--- config.mk ---
export PLATFORM = sky130hd
export DESIGN_NAME = reg8_serial_tx
export DESIGN_NICKNAME = d
export VERILOG_FILES = /design/src/rtl/reg_tx_pkg.sv /design/src/rtl/reg_tx_bit_timer.sv /design/src/rtl/reg8_serial_tx.sv
export SDC_FILE = /design/constraint.sdc
export NUM_CORES = 1
export LEC_CHECK = 0
export BUFFER_PORTS_ARGS = -buffer_cell sky130_fd_sc_hd__buf_4
export CAP_MARGIN = 20
export CORE_MARGIN = 2
export CORE_UTILIZATION = 54
export CTS_CLUSTER_SIZE = 40
export DETAILED_ROUTE_END_ITERATION = 8
export HOLD_SLACK_MARGIN = 0.02
export PLACE_DENSITY = 0.79
export SYNTH_ARGS = -nofsm -noshare
export SYNTH_HDL_FRONTEND = slang
export SYNTH_SLANG_ARGS = --single-unit
--- constraint.sdc ---
create_clock -name CLK -period 2.9 [get_ports CLK]
set_clock_uncertainty 0.2 [all_clocks]
set_input_delay 0.435 -clock CLK [delete_from_list [all_inputs] [get_ports CLK]]
set_output_delay 0.435 -clock CLK [all_outputs]
set_load 0.01 [all_outputs]
--- src/rtl/reg_tx_pkg.sv ---
// Shared types and line-level constants for the register serial transmitter.
package reg_tx_pkg;

  typedef enum logic [1:0] {
    IDLE  = 2'd0,
    START = 2'd1,
    DATA  = 2'd2,
    STOP  = 2'd3
  } tx_state_t;

  localparam logic LINE_IDLE = 1'b1;
  localparam logic START_BIT = 1'b0;
  localparam logic STOP_BIT  = 1'b1;

endpackage

--- src/rtl/reg_tx_bit_timer.sv ---
// Counts CLK cycles within one serial bit; bit_tick marks the last cycle of each bit.
module reg_tx_bit_timer #(
  parameter int BIT_CYCLES = 4
) (
  input  logic CLK,
  input  logic reset,
  input  logic clr,
  output logic bit_tick
);

  localparam int CW = (BIT_CYCLES > 1) ? $clog2(BIT_CYCLES) : 1;
  localparam logic [CW-1:0] LAST = CW'(BIT_CYCLES - 1);

  logic [CW-1:0] cnt;

  assign bit_tick = (cnt == LAST);

  always_ff @(posedge CLK or posedge reset) begin
    if (reset) begin
      cnt <= '0;
    end else if (clr || bit_tick) begin
      cnt <= '0;
    end else begin
      cnt <= cnt + CW'(1);
    end
  end

endmodule

--- src/rtl/reg8_serial_tx.sv ---
// Parallel-in, serial-out framed transmitter: start bit, WIDTH data bits LSB-first, stop bit.
module reg8_serial_tx
  import reg_tx_pkg::*;
#(
  parameter int WIDTH      = 8,
  parameter int BIT_CYCLES = 4
) (
  input  logic             CLK,
  input  logic             reset,
  input  logic [WIDTH-1:0] D,
  input  logic             load_valid,
  output logic             load_ready,
  output logic             tx_out,
  output logic             busy,
  output logic             done
);

  localparam int BW = (WIDTH > 1) ? $clog2(WIDTH) : 1;
  localparam logic [BW-1:0] LAST_BIT = BW'(WIDTH - 1);

  tx_state_t        state;
  logic [WIDTH-1:0] shift;
  logic [WIDTH-1:0] shift_nxt;
  logic [BW-1:0]    bit_cnt;
  logic             bit_tick;

  // Holding the timer cleared in IDLE makes every frame start on a fresh count.
  reg_tx_bit_timer #(
    .BIT_CYCLES(BIT_CYCLES)
  ) u_timer (
    .CLK      (CLK),
    .reset    (reset),
    .clr      (state == IDLE),
    .bit_tick (bit_tick)
  );

  assign shift_nxt = shift >> 1;

  // Outputs are registered alongside the state so tx_out reflects the state it belongs to.
  always_ff @(posedge CLK or posedge reset) begin
    if (reset) begin
      state      <= IDLE;
      shift      <= '0;
      bit_cnt    <= '0;
      tx_out     <= LINE_IDLE;
      load_ready <= 1'b1;
      busy       <= 1'b0;
      done       <= 1'b0;
    end else begin
      done <= 1'b0;
      case (state)
        IDLE: begin
          if (load_valid) begin
            state      <= START;
            shift      <= D;
            bit_cnt    <= '0;
            tx_out     <= START_BIT;
            load_ready <= 1'b0;
            busy       <= 1'b1;
          end
        end
        START: begin
          if (bit_tick) begin
            state   <= DATA;
            bit_cnt <= '0;
            tx_out  <= shift[0];
          end
        end
        DATA: begin
          if (bit_tick) begin
            if (bit_cnt == LAST_BIT) begin
              state  <= STOP;
              tx_out <= STOP_BIT;
            end else begin
              shift   <= shift_nxt;
              bit_cnt <= bit_cnt + BW'(1);
              tx_out  <= shift_nxt[0];
            end
          end
        end
        STOP: begin
          if (bit_tick) begin
            state      <= IDLE;
            tx_out     <= LINE_IDLE;
            load_ready <= 1'b1;
            busy       <= 1'b0;
            done       <= 1'b1;
          end
        end
        default: begin
          state      <= IDLE;
          tx_out     <= LINE_IDLE;
          load_ready <= 1'b1;
          busy       <= 1'b0;
        end
      endcase
    end
  end

endmodule

==> summary.md, run 1 <==
| Metric | Value |
|---|---|
| Ant. Diodes | `0` |
| Num ports | `15` |
| Slowest CP cell | `ha_1` |
| TNS Setup | `0 ns` |
| First-pass GRT wire length | `3.111 mm` |
| CTS tree | `done` |
| Vias in the first global route | `732` |
| WP data required | `2.89 ns` |
| Startpoint types | `flop` |
| R2r setup slk | `0.59 ns` |
| Synthesized Nets | `109` |
| Min cycle time layout | `2.314 ns` |
| Post_cts resized | `0` |
| Die X | `48.51 µm` |
| Final Slew Violations | `0` |
| Peak supply drop | `0.5506 mV` |
| Leak Pwr | `0.0005283 µW` |
| DRC violation count after routing | `0` |
| Pre-Repair DR Iteration Count | `4` |
| Initial antenna violation count | `0` |
| Clk root buf | `clkbuf_4` |
| Total CTS buffers | `3` |
| Cell Area, Synth | `1070 µm²` |
| Yosys reg bits | `19` |
| Initial DRC Count | `11` |
| Setup bufs post-CTS | `0` |
| Register area share after synthesis | `44.68%` |
| Via count | `721` |
| All-Layer GR Usage | `16.77%` |
| Starting density of the core | `55.66%` |
| RR Startpoint | `state[0]` |
| Final period util | `79.80%` |
| Crit end category | `flop` |
| CP max FO | `20` |
| Status | `completed` |
| Core ar. | `1922 µm²` |
| Reg2Reg Depth | `5` |
| Post-route ant nets | `0` |
| Final WL | `1.755 mm` |
| Total grt overflow | `0` |
| WL per Instance | `13.50 µm` |
| Critical Path Max Stage Delay | `0.59 ns` |
| Cell count after placement | `126` |
| Slew HR | `52.60%` |
| Hold Crit Class | `in2async` |
| Input/output buffers | `14` |
| Final-report hold violation count | `0` |
| Vias per std cell | `5.546` |
| Worst EP arrival | `2.31 ns` |
| DP HPWL | `1.262 mm` |
| P&R area growth vs syn | `11.58%` |
| GPL Wtd Cong | `0.7362` |
| R2r endpoint | `shift[6]` |
| Syn Inst Count | `91` |
| Max_cap viols | `0` |
| Most frequent cells in the layout | `17 x dfrtp_1, 16 x mux2_2, 14 x buf_4` |
| Layout cell share with drive strength beyond 1 | `40.78%` |
| Clock tree buffer depth | `2` |
| Number of synthesized flops with an enable pin | `0` |
| Cts hold-fix bufs | `0` |
| Largest net degree at the start of global routing | `21` |
| Top FF cell, synth | `dfrtp_1` |
| Row count | `16` |
| Nets | `122` |
| Mean post-synth cell area | `11.76 µm²` |
| Pwr/cell area | `1027 nW/µm²` |
| Yosys warning count | `0` |
| Die ar. | `2353 µm²` |
| Worst-path clk slew | `0.11 ns` |
| Die Y | `48.51 µm` |
| RSZ-0062 raised after global routing | `false` |
| Fin util | `62.11%` |
| CP Class | `reg2reg` |
| Ys async rst share | `100.0%` |
| Fin cells | `130` |
| # H-tree levels | `1` |
| Yosys cell types | `29` |
| Most common library cell in the layout ignoring fill and taps | `dfrtp_1` |
| Slew @ Worst Pin | `0.7102 ns` |
| Clk Latency, worst-skew pair | `0.30 ns` |
| Fmax achieved | `432.1 MHz` |
| Num Clock Sinks | `19` |
| Setup violators final | `0` |
| Sequence of cells on the critical path | `inv_1 > ha_1 > nand3b_1 > a21oi_4 > mux2_2` |
-- worst max path at each step --
stage	end	slack [ns]	start	depth (start not counted)
finish	shift[6]	0.59	state[0]	5
global route	shift[3]	0.40	state[0]	5
CTS	shift[6]	0.56	state[0]	5
detailed placement	shift[6]	0.58	state[0]	5
global placement	shift[6]	0.62	state[0]	5
floorplan	shift[0]	0.88	bit_cnt[0]	6
-- cell families after synthesis --
logic type / Yosys count / share of synthesized area, %
buffers and inverters: 11 / 5.731
adders and majority gates: 7 / 8.187
and+or+nand+nor: 19 / 10.88
AOI/OAI and AO/OA: 19 / 13.68
DFF: 19 / 44.68
muxes: 16 / 16.84
-- area by class of cell --
type                            instances  area, µm²
Clock buffer                            3      22.52
Clock inverter                          1      5.005
Fill cell                             166      728.2
Inverter                                5      18.77
Multi-Input combinational cell         61      530.5
Sequential cell                        19      478.0
Tap cell                               27      33.78
Timing Repair Buffer                   14      105.1
-- flip-flops by register name (all words and copies together), names as in the netlist --
| signal | flops |
|---|---|
| done | 1 |
| load_ready | 1 |
| shift | 8 |
| bit_cnt | 3 |
| u_timer.cnt | 2 |
| tx_out | 1 |
| state | 2 |
| busy | 1 |
-- synthesized netlist by cell type, types with 2 or more instances --
| cell | n | area [µm²] |
|---|---|---|
| dfrtp_1 | 17 | 425.4 |
| mux2_2 | 16 | 180.2 |
| ha_1 | 7 | 87.58 |
| a21oi_1 | 5 | 25.02 |
| inv_1 | 5 | 18.77 |
| nand2_1 | 4 | 15.01 |
| nand3_1 | 3 | 15.01 |
| o21ai_0 | 3 | 15.01 |
| o311ai_1 | 3 | 26.28 |
| o31ai_1 | 3 | 22.52 |
| buf_2 | 2 | 10.01 |
| buf_6 | 2 | 22.52 |
| clkbuf_2 | 2 | 10.01 |
| dfstp_2 | 2 | 52.55 |
| nand2b_1 | 2 | 12.51 |
| nor3_1 | 2 | 10.01 |
-- metal layers --
metal	vias up	GRT usage, %	wire [µm]
li1	353	-	-
met1	345	21.33	794
met2	19	29.86	876
met3	4	2.160	61
met4	0	5.238	21
met5	-	0	0
-- power by group --
part	leakage, µW	internal (µW)	switching (µW)
clock	0.0000177	51.3	84.6
combinational	0.000283	342	293
sequential	0.000228	387	68.1
-- worst max-delay path: cells and delay by family (launching register included) --
family                   cells  cell delay [ns]
multiplexers                 1             0.37
flip-flops                   1             0.43
adder cells (fa/ha/maj)      1             0.59
buffers and inverters        1             0.09
AND/OR/NAND/NOR              1             0.22
AO/OA/AOI/OAI                1             0.31
-- through the flow --
stage               cell area [µm²]  hold WS [ns]  total power, µW  worst slack [ns]
floorplan                      1070        0.1847            991.1            0.8783
global placement               1166        0.2214             1073            0.6220
detailed placement             1166        0.2378             1096            0.5787
CTS                            1194       0.06640             1232            0.5624
global route                   1194        0.1030             1331            0.3977
finish                         1194       0.04331             1226            0.5859
Power figures use the tool's default switching activity.
==> inputs of run 2 (changes only) <==
Settings changed: ABC_AREA set to 1.
Clock period 2.9 ns to 2.35 ns, I/O delays scaled along.
==> run 2 against run 1 <==
Synthesized cell count increased by 38%; via count increased by 17%; sequential share of layout area decreased by 1.3 points; sequential cell count unchanged; non-clock buffer count increased by 1; synthesized area increased by 0.94%; clock power increased by 20%; setup slack got worse by 0.14 ns; first-iteration DRC count increased by 55%; total power increased by 31%; critical path depth increased by 2; global-route usage increased by 1.5 points; largest cell class unchanged.
==> summary.md, run 2 <==
| Metric | Value |
|---|---|
| Clock power frac | `10.2% (was 11.1%)` |
| Initial antenna violation count | `0 (unchanged)` |
| Internal power | `871.9 µW (was 781.2 µW)` |
| Top FF cell, synth | `dfrtp_1 (unchanged)` |
| Input/output buffers | `14 (unchanged)` |
| Hold Crit Endpoint | `shift[7]` |
| Post_cts resized | `0 (unchanged)` |
| Worst hold stages | `3` |
| Post-Synth Simple-Gate Area | `27.81% (was 10.88%)` |
| Sw Ratio | `45.69% (was 36.30%)` |
| Startpoint types | `flop (unchanged)` |
| RSZ-0062 raised after global routing | `false (unchanged)` |
| Min cycle time layout | `1.908 ns (was 2.314 ns)` |
| DRC violation count after routing | `0 (unchanged)` |
| Ant. Diodes | `0 (unchanged)` |
| Yosys top cell by area | `dfrtp_1 (unchanged)` |
| Worst-path clk slew | `0.11 ns (about the same)` |
| All-Layer GR Usage | `18.25% (was 16.77%)` |
| Peak supply drop | `0.5993 mV (was 0.5506 mV)` |
| Top-area cell type share of the netlist area | `39.40% (was 39.77%)` |
| Sequence of cells on the critical path | `inv_1 > ha_1 > nand2_2 > o21ai_2 > nand2_4 > nand2_1 > o21ai_2 (was inv_1 > ha_1 > nand3b_1 > a21oi_4 > mux2_2)` |
| Core ar. | `1922 µm² (unchanged)` |
| R2r setup slk | `0.44 ns (was 0.59 ns)` |
| Final period util | `81.17% (was 79.80%)` |
| Pwr/cell area | `1303 nW/µm² (was 1027 nW/µm²)` |
| Fin cells | `170 (was 130)` |
| Register area share after synthesis | `44.26% (was 44.68%)` |
| Mux contribution to synthesized area | `0% (was 16.84%)` |
| Mean post-synth cell area | `8.570 µm² (was 11.76 µm²)` |
| Die X | `48.72 µm (was 48.51 µm)` |
| Total grt overflow | `0 (unchanged)` |
| Most common library cell in the layout ignoring fill and taps | `nand2_1 (was dfrtp_1)` |
| Die Y | `48.72 µm (was 48.51 µm)` |
| Max_cap viols | `0 (unchanged)` |
| Hold Crit Class | `in2reg (was in2async)` |
| Most frequent cells in the layout | `40 x nand2_1, 17 x dfrtp_1, 14 x buf_4 (was 17 x dfrtp_1, 16 x mux2_2, 14 x buf_4)` |
| CP Class | `reg2reg (unchanged)` |
| Num Clock Sinks | `19 (unchanged)` |
| # H-tree levels | `1 (unchanged)` |
| Slowest CP cell | `ha_1 (unchanged)` |
| Largest registers | `shift: 8 flops, bit_cnt: 3 flops (unchanged)` |
| Synth top area cells | `dfrtp_1 39%, nand2_1 14%, ha_1 8.1% (was dfrtp_1 40%, mux2_2 17%, ha_1 8.2%)` |
| Status | `completed (unchanged)` |
| Die ar. | `2373 µm² (was 2353 µm²)` |
| Pre-Repair DR Iteration Count | `4 (unchanged)` |
| Yosys reg bits | `19 (unchanged)` |
| WL per Instance | `10.81 µm (was 13.50 µm)` |
| Nets | `162 (was 122)` |
| Final Cell Area | `1232 µm² (was 1194 µm²)` |
| Combinational power share | `55.5% (was 51.8%)` |
| Synth Area in Adders | `8.111% (was 8.187%)` |
| Row count | `16 (unchanged)` |
| TNS Setup | `0 ns (unchanged)` |
| DP Area | `1196 µm² (was 1166 µm²)` |
| Total CTS buffers | `3 (unchanged)` |
| Fin util | `64.13% (was 62.11%)` |
| Worst EP arrival | `1.89 ns (was 2.31 ns)` |
| Max reg flops | `8 (unchanged)` |
| Post-Synth XOR/XNOR Area | `0% (unchanged)` |
| Vias per std cell | `4.941 (was 5.546)` |
| R2r endpoint | `shift[6] (unchanged)` |
| DP HPWL | `1.409 mm (was 1.262 mm)` |
| Yosys cell types | `21 (was 29)` |
| P&R area growth vs syn | `14.14% (was 11.58%)` |
| Leak Pwr | `0.0006728 µW (was 0.0005283 µW)` |
| Final-report hold violation count | `0 (unchanged)` |
| Sequential share of power | `34.3% (was 37.1%)` |
| Fmax achieved | `524.2 MHz (was 432.1 MHz)` |
| Ys async rst share | `100.0% (unchanged)` |
| Layout cell share with drive strength beyond 1 | `30.07% (was 40.78%)` |
| Post-route ant nets | `0 (unchanged)` |
| WP data required | `2.34 ns (was 2.89 ns)` |
| Crit path top cell by count | `o21ai_2` |
| Number of synthesized flops with an enable pin | `0 (unchanged)` |
| Switching power | `733.5 µW (was 445.2 µW)` |
| Final WL | `1.838 mm (was 1.755 mm)` |
| Commonest cells post-synth | `40 x nand2_1, 17 x dfrtp_1, 13 x inv_1, 10 x o21ai_2 (was 17 x dfrtp_1, 16 x mux2_2, 7 x ha_1, 5 x a21oi_1, 5 x inv_1)` |
| RR Startpoint | `state[0] (unchanged)` |
| Via count | `840 (was 721)` |
| Yosys warning count | `0 (unchanged)` |
| Minimum hold slack | `0.1125 ns (was 0.04331 ns)` |
| Largest net degree at the start of global routing | `20 (was 21)` |
| Largest family of logic cells by synthesized area | `simple AND/OR/NAND/NOR gates (was multiplexers)` |
| GPL Wtd Cong | `0.8399 (was 0.7362)` |
| Vias in the first global route | `850 (was 732)` |
| CP max FO | `16 (was 20)` |
| Slew @ Worst Pin | `0.6948 ns (was 0.7102 ns)` |
| Syn Inst Count | `126 (was 91)` |
| Cell count after placement | `165 (was 126)` |
| Crit end category | `flop (unchanged)` |
| CTS tree | `done (unchanged)` |
| Clk root buf | `clkbuf_4 (unchanged)` |
| First-pass GRT wire length | `3.519 mm (was 3.111 mm)` |
| Clock tree buffer depth | `2 (unchanged)` |
| Top-count cell post-synth | `nand2_1 (was dfrtp_1)` |
| Clk Latency, worst-skew pair | `0.29 ns (was 0.30 ns)` |
| Critical Path Max Stage Delay | `0.48 ns (was 0.59 ns)` |
| Largest Register | `shift (unchanged)` |
| Cell Area, Synth | `1080 µm² (was 1070 µm²)` |
| Synthesized Nets | `144 (was 109)` |
| Multi-input gate area | `523.0 µm² (was 530.5 µm²)` |
| Initial DRC Count | `17 (was 11)` |
| Hold wc startpoint | `D[7]` |
| Reg2Reg Depth | `7 (was 5)` |
| Final Slew Violations | `0 (unchanged)` |
| Compound-Gate Fraction of Synth Area | `12.51% (was 13.68%)` |
| Storage cell area | `478.0 µm² (unchanged)` |
| Slew HR | `53.63% (was 52.60%)` |
| Critical Path Start | `state[0] (unchanged)` |
| Starting density of the core | `56.18% (was 55.66%)` |
| Num ports | `15 (unchanged)` |
| Fillers | `188 (was 166)` |
| Setup violators final | `0 (unchanged)` |
==> run 2: cell types whose count changed after synthesis, moves of 3 or more <==
cell | before | now
o311ai_1 | 3 | 0
a21oi_1 | 5 | 1
or2_2 | 0 | 6
o21ai_2 | 0 | 10
o21ai_0 | 3 | 7
nand4_1 | 1 | 5
mux2_2 | 16 | 0
inv_1 | 5 | 13
nand2_1 | 4 | 40
nand2_2 | 0 | 4
o31ai_1 | 3 | 0
==> run 2: worst max-delay path by stage <==
stage | endpoint | slack (ns) | depth (start not counted)
floorplan | shift[2] | 0.72 | 6
global placement | shift[5] | 0.51 | 7
detailed placement | shift[5] | 0.44 | 7
CTS | shift[5] | 0.43 | 7
global route | shift[6] | 0.23 | 7
finish | shift[6] | 0.44 | 7
==> run 2: per-layer routing <==
metal / vias up / GRT usage, % / wire (µm)
met5: - / 0 / 0
met4: 0 / 5.714 / 0
met3: 0 / 3.086 / 96
met2: 18 / 33.33 / 975
met1: 385 / 21.69 / 767
li1: 437 / - / -
==> run 2: layout make-up <==
cell class / instances / share of cell area [%]
inverters: 15 / 4.569
repair buffers: 15 / 9.340
clock buffers: 4 / 2.132
flip-flops and latches: 19 / 38.78
multi-input cells: 90 / 42.44
well taps: 27 / 2.741
==> run 2: per-stage QoR <==
stage	setup WS, ns	power, µW
6_report	0.4424	1605
5_1_grt	0.2345	1770
4_1_cts	0.4288	1619
3_5_place_dp	0.4425	1454
3_3_place_gp	0.5115	1412
2_1_floorplan	0.7215	1305
==> run 2: cell families (layout without fill, tap and decap cells) <==
group,Yosys count,in the layout
buf+inv,17,34
simple gates,64,64
fa+ha+maj,7,7
compound gates,19,19
flops,19,19
==> run 2: power groups by stage <==
stage	Sequential [µW]	Combinational, µW	Clock [µW]
2_1_floorplan	546	759	0
3_3_place_gp	550	862	0
3_5_place_dp	557	897	0
4_1_cts	551	898	170
5_1_grt	569	1010	188
6_report	551	891	163
==> run 2: what timing repair did <==
| action | 4_1_cts | 5_1_grt |
|---|---|---|
| endpoints found under the hold margin | 17 | 0 |
| hold buffers | 1 | 0 |
| setup buffers | 0 | 0 |
==> run 2: worst max-delay path, delay by kind of cell, from the launching register on <==
kind                     cells  cell delay (ns)
AND/OR/NAND/NOR              3             0.43
flip-flops                   1             0.43
AO/OA/AOI/OAI                2             0.17
adder cells (fa/ha/maj)      1             0.48
buffers and inverters        1             0.10
==> inputs of run 3 (changes only) <==
Settings changed: ABC_AREA 1 to 0.
Clock period 2.35 ns to 1.89 ns, I/O delays scaled along.
==> run 3 against run 2 <==
Final cell count decreased by 13%; non-clock buffer count increased by 17; fmax decreased by 2.7%; first-iteration DRC count decreased by 71%; largest cell class unchanged; via count decreased by 5.1%; critical endpoint is now bit_cnt[0]; the run now ends with negative setup slack left; combinational power increased by 72%; clock power increased by 23%; critical path type unchanged; sequential share of layout area decreased by 6.3 points.
==> summary.md, run 3 (synthesis gave the netlist of run 1 again) <==
| Metric | Value |
|---|---|
| Worst-path clk slew | `0.11 ns (about the same)` |
| Slowest CP cell | `dfrtp_1 (was ha_1)` |
| Worst EP arrival | `1.94 ns (was 1.89 ns)` |
| Multi-input gate area | `658.1 µm² (was 523.0 µm²)` |
| Final-report hold violation count | `0 (unchanged)` |
| RSZ-0062 raised after global routing | `true (was false)` |
| Via count | `797 (was 840)` |
| Die X | `48.51 µm (was 48.72 µm)` |
| DP HPWL | `1.499 mm (was 1.409 mm)` |
| First-pass GRT wire length | `3.774 mm (was 3.519 mm)` |
| RR Startpoint | `state[0] (unchanged)` |
| Vias per std cell | `5.385 (was 4.941)` |
| Ant. Diodes | `0 (unchanged)` |
| Nets | `140 (was 162)` |
| Die Y | `48.51 µm (was 48.72 µm)` |
| R2r endpoint | `bit_cnt[0] (was shift[6])` |
| WP data required | `1.87 ns (was 2.34 ns)` |
| Initial DRC Count | `5 (was 17)` |
| CP Class | `reg2reg (unchanged)` |
| DRC violation count after routing | `0 (unchanged)` |
| Num ports | `15 (unchanged)` |
| Largest registers | `shift: 8 flops, bit_cnt: 3 flops (unchanged)` |
| Total grt overflow | `0 (unchanged)` |
| R2r setup slk | `-0.07 ns (was 0.44 ns)` |
| Final Slew Violations | `0 (unchanged)` |
| Worst hold stages | `3 (unchanged)` |
| Slew HR | `80.56% (was 53.63%)` |
| Clk Latency, worst-skew pair | `0.29 ns (about the same)` |
| Row count | `16 (unchanged)` |
| CP max FO | `3 (was 16)` |
| Initial antenna violation count | `0 (unchanged)` |
| Crit end category | `flop (unchanged)` |
| Slew @ Worst Pin | `0.2899 ns (was 0.6948 ns)` |
| Startpoint types | `flop (unchanged)` |
| Failing checks | `negative setup slack` |
| Min cycle time layout | `1.961 ns (was 1.908 ns)` |
| Reg2Reg Depth | `5 (was 7)` |
| Final WL | `2.255 mm (was 1.838 mm)` |
| CTS tree | `done (unchanged)` |
| Pwr/cell area | `1662 nW/µm² (was 1303 nW/µm²)` |
| Hold Crit Class | `in2reg (unchanged)` |
| Critical Path Max Stage Delay | `0.44 ns (was 0.48 ns)` |
| Layout cell share with drive strength beyond 1 | `59.50% (was 30.07%)` |
| Max reg flops | `8 (unchanged)` |
| WL per Instance | `15.24 µm (was 10.81 µm)` |
| Hold Crit Endpoint | `shift[7] (unchanged)` |
| Most common library cell in the layout ignoring fill and taps | `buf_4 (was nand2_1)` |
| Most frequent cells in the layout | `29 x buf_4, 16 x dfrtp_1, 9 x mux2_2 (was 40 x nand2_1, 17 x dfrtp_1, 14 x buf_4)` |
| Hold wc startpoint | `D[7] (unchanged)` |
| Largest net degree at the start of global routing | `20 (unchanged)` |
| Num Clock Sinks | `19 (unchanged)` |
| Sequence of cells on the critical path | `buf_6 > ha_4 > o21ba_4 > or3_4 > o311ai_1 (was inv_1 > ha_1 > nand2_2 > o21ai_2 > nand2_4 > nand2_1 > o21ai_2)` |
| P&R area growth vs syn | `37.89% (was 14.14%)` |
| Peak supply drop | `0.9469 mV (was 0.5993 mV)` |
| Minimum hold slack | `0.07330 ns (was 0.1125 ns)` |
| Final period util | `103.8% (was 81.17%)` |
| Pre-Repair DR Iteration Count | `4 (unchanged)` |
| Clock tree buffer depth | `2 (unchanged)` |
| Overall power | `2452 µW (was 1605 µW)` |
| Fmax achieved | `509.8 MHz (was 524.2 MHz)` |
| Largest Register | `shift (unchanged)` |
| All-Layer GR Usage | `20.68% (was 18.25%)` |
| # H-tree levels | `1 (unchanged)` |
| Starting density of the core | `55.66% (was 56.18%)` |
| Core ar. | `1922 µm² (unchanged)` |
| Total CTS buffers | `3 (unchanged)` |
| Status | `complete, but fails checks (was completed)` |
| Setup violators final | `8 (was 0)` |
| Input/output buffers | `14 (unchanged)` |
| Storage cell area | `479.2 µm² (was 478.0 µm²)` |
| Die ar. | `2353 µm² (was 2373 µm²)` |
| Vias in the first global route | `826 (was 850)` |
| Leak Pwr | `0.0006423 µW (was 0.0006728 µW)` |
| Post-layout worst setup margin | `-0.07149 ns (was 0.4424 ns)` |
| Clk root buf | `clkbuf_4 (unchanged)` |
| GPL Wtd Cong | `0.7990 (was 0.8399)` |
| Fillers | `131 (was 188)` |
| Post-route ant nets | `0 (unchanged)` |
| Max_cap viols | `0 (unchanged)` |
==> run 3: cell count changes in the layout (fill, tap and decap cells not counted), moves of 6 or more <==
| cell | before | now |
|---|---|---|
| or2_2 | 6 | 0 |
| inv_1 | 13 | 3 |
| o21ai_2 | 10 | 0 |
| nand2_1 | 40 | 4 |
| mux2_4 | 0 | 7 |
| ha_1 | 7 | 1 |
| mux2_2 | 0 | 9 |
| buf_4 | 14 | 29 |
==> run 3: worst max-delay path by stage <==
stage / from / end / slack (ns)
2_1_floorplan: bit_cnt[1] / shift[0] / -0.09
3_3_place_gp: state[0] / bit_cnt[2] / -0.02
3_5_place_dp: state[0] / bit_cnt[2] / -0.06
4_1_cts: state[0] / state[1] / -0.03
5_1_grt: state[0] / bit_cnt[0] / -0.11
6_report: state[0] / bit_cnt[0] / -0.07
==> run 3: final cells by class <==
cell class	instances	area share (%)
clock buffer	4	1.781
inverter	5	1.272
multi-input combinational	61	44.61
sequential	19	32.49
tap	27	2.290
timing repair buffer	32	17.56
==> run 3: power breakdown <==
part | internal (µW) | switching [µW] | total [µW]
Combinational | 900 | 630 | 1530
Sequential | 598 | 124 | 721
Clock | 81.9 | 119 | 201
Total | 1580 | 873 | 2450
==> run 3: routing by layer <==
| metal | vias to the layer above | GRT usage (%) | share of wire [%] |
|---|---|---|---|
| met4 | 0 | 4.286 | 0 |
| met2 | 11 | 37.27 | 52 |
| li1 | 388 | - | - |
| met1 | 398 | 26.07 | 45 |
| met3 | 0 | 3.704 | 2.6 |
| met5 | - | 0 | 0 |
==> run 3: timing repair <==
item / CTS / global route
gates resized for setup: 3 / 16
endpoints found under the hold margin: 17 / 0
pin swaps: 0 / 8
buffers inserted: 1 / 4
endpoints found under the setup margin: 11 / 13
hold buffers: 1 / 0
==> run 3: critical path: cells and delay by family, from the launching register on <==
family                   cells  cell delay [ns]
AND/OR/NAND/NOR              1             0.42
AO/OA/AOI/OAI                2             0.48
adder cells (fa/ha/maj)      1             0.16
buffers and inverters        1             0.15
flip-flops                   1             0.44
==> run 3: per-stage QoR <==
stage,worst slack (ns),area [µm²],TNS (ns),utilization (%),cells
floorplan,-0.09437,1110,-0.6606,-,91
global placement,-0.02086,1300,-0.02086,67.64,138
detailed placement,-0.05830,1300,-0.3005,67.64,138
CTS,-0.02906,1365,-0.1327,71.03,144
global route,-0.1140,1475,-0.6209,76.76,148
finish,-0.07149,1475,-0.2928,76.76,148
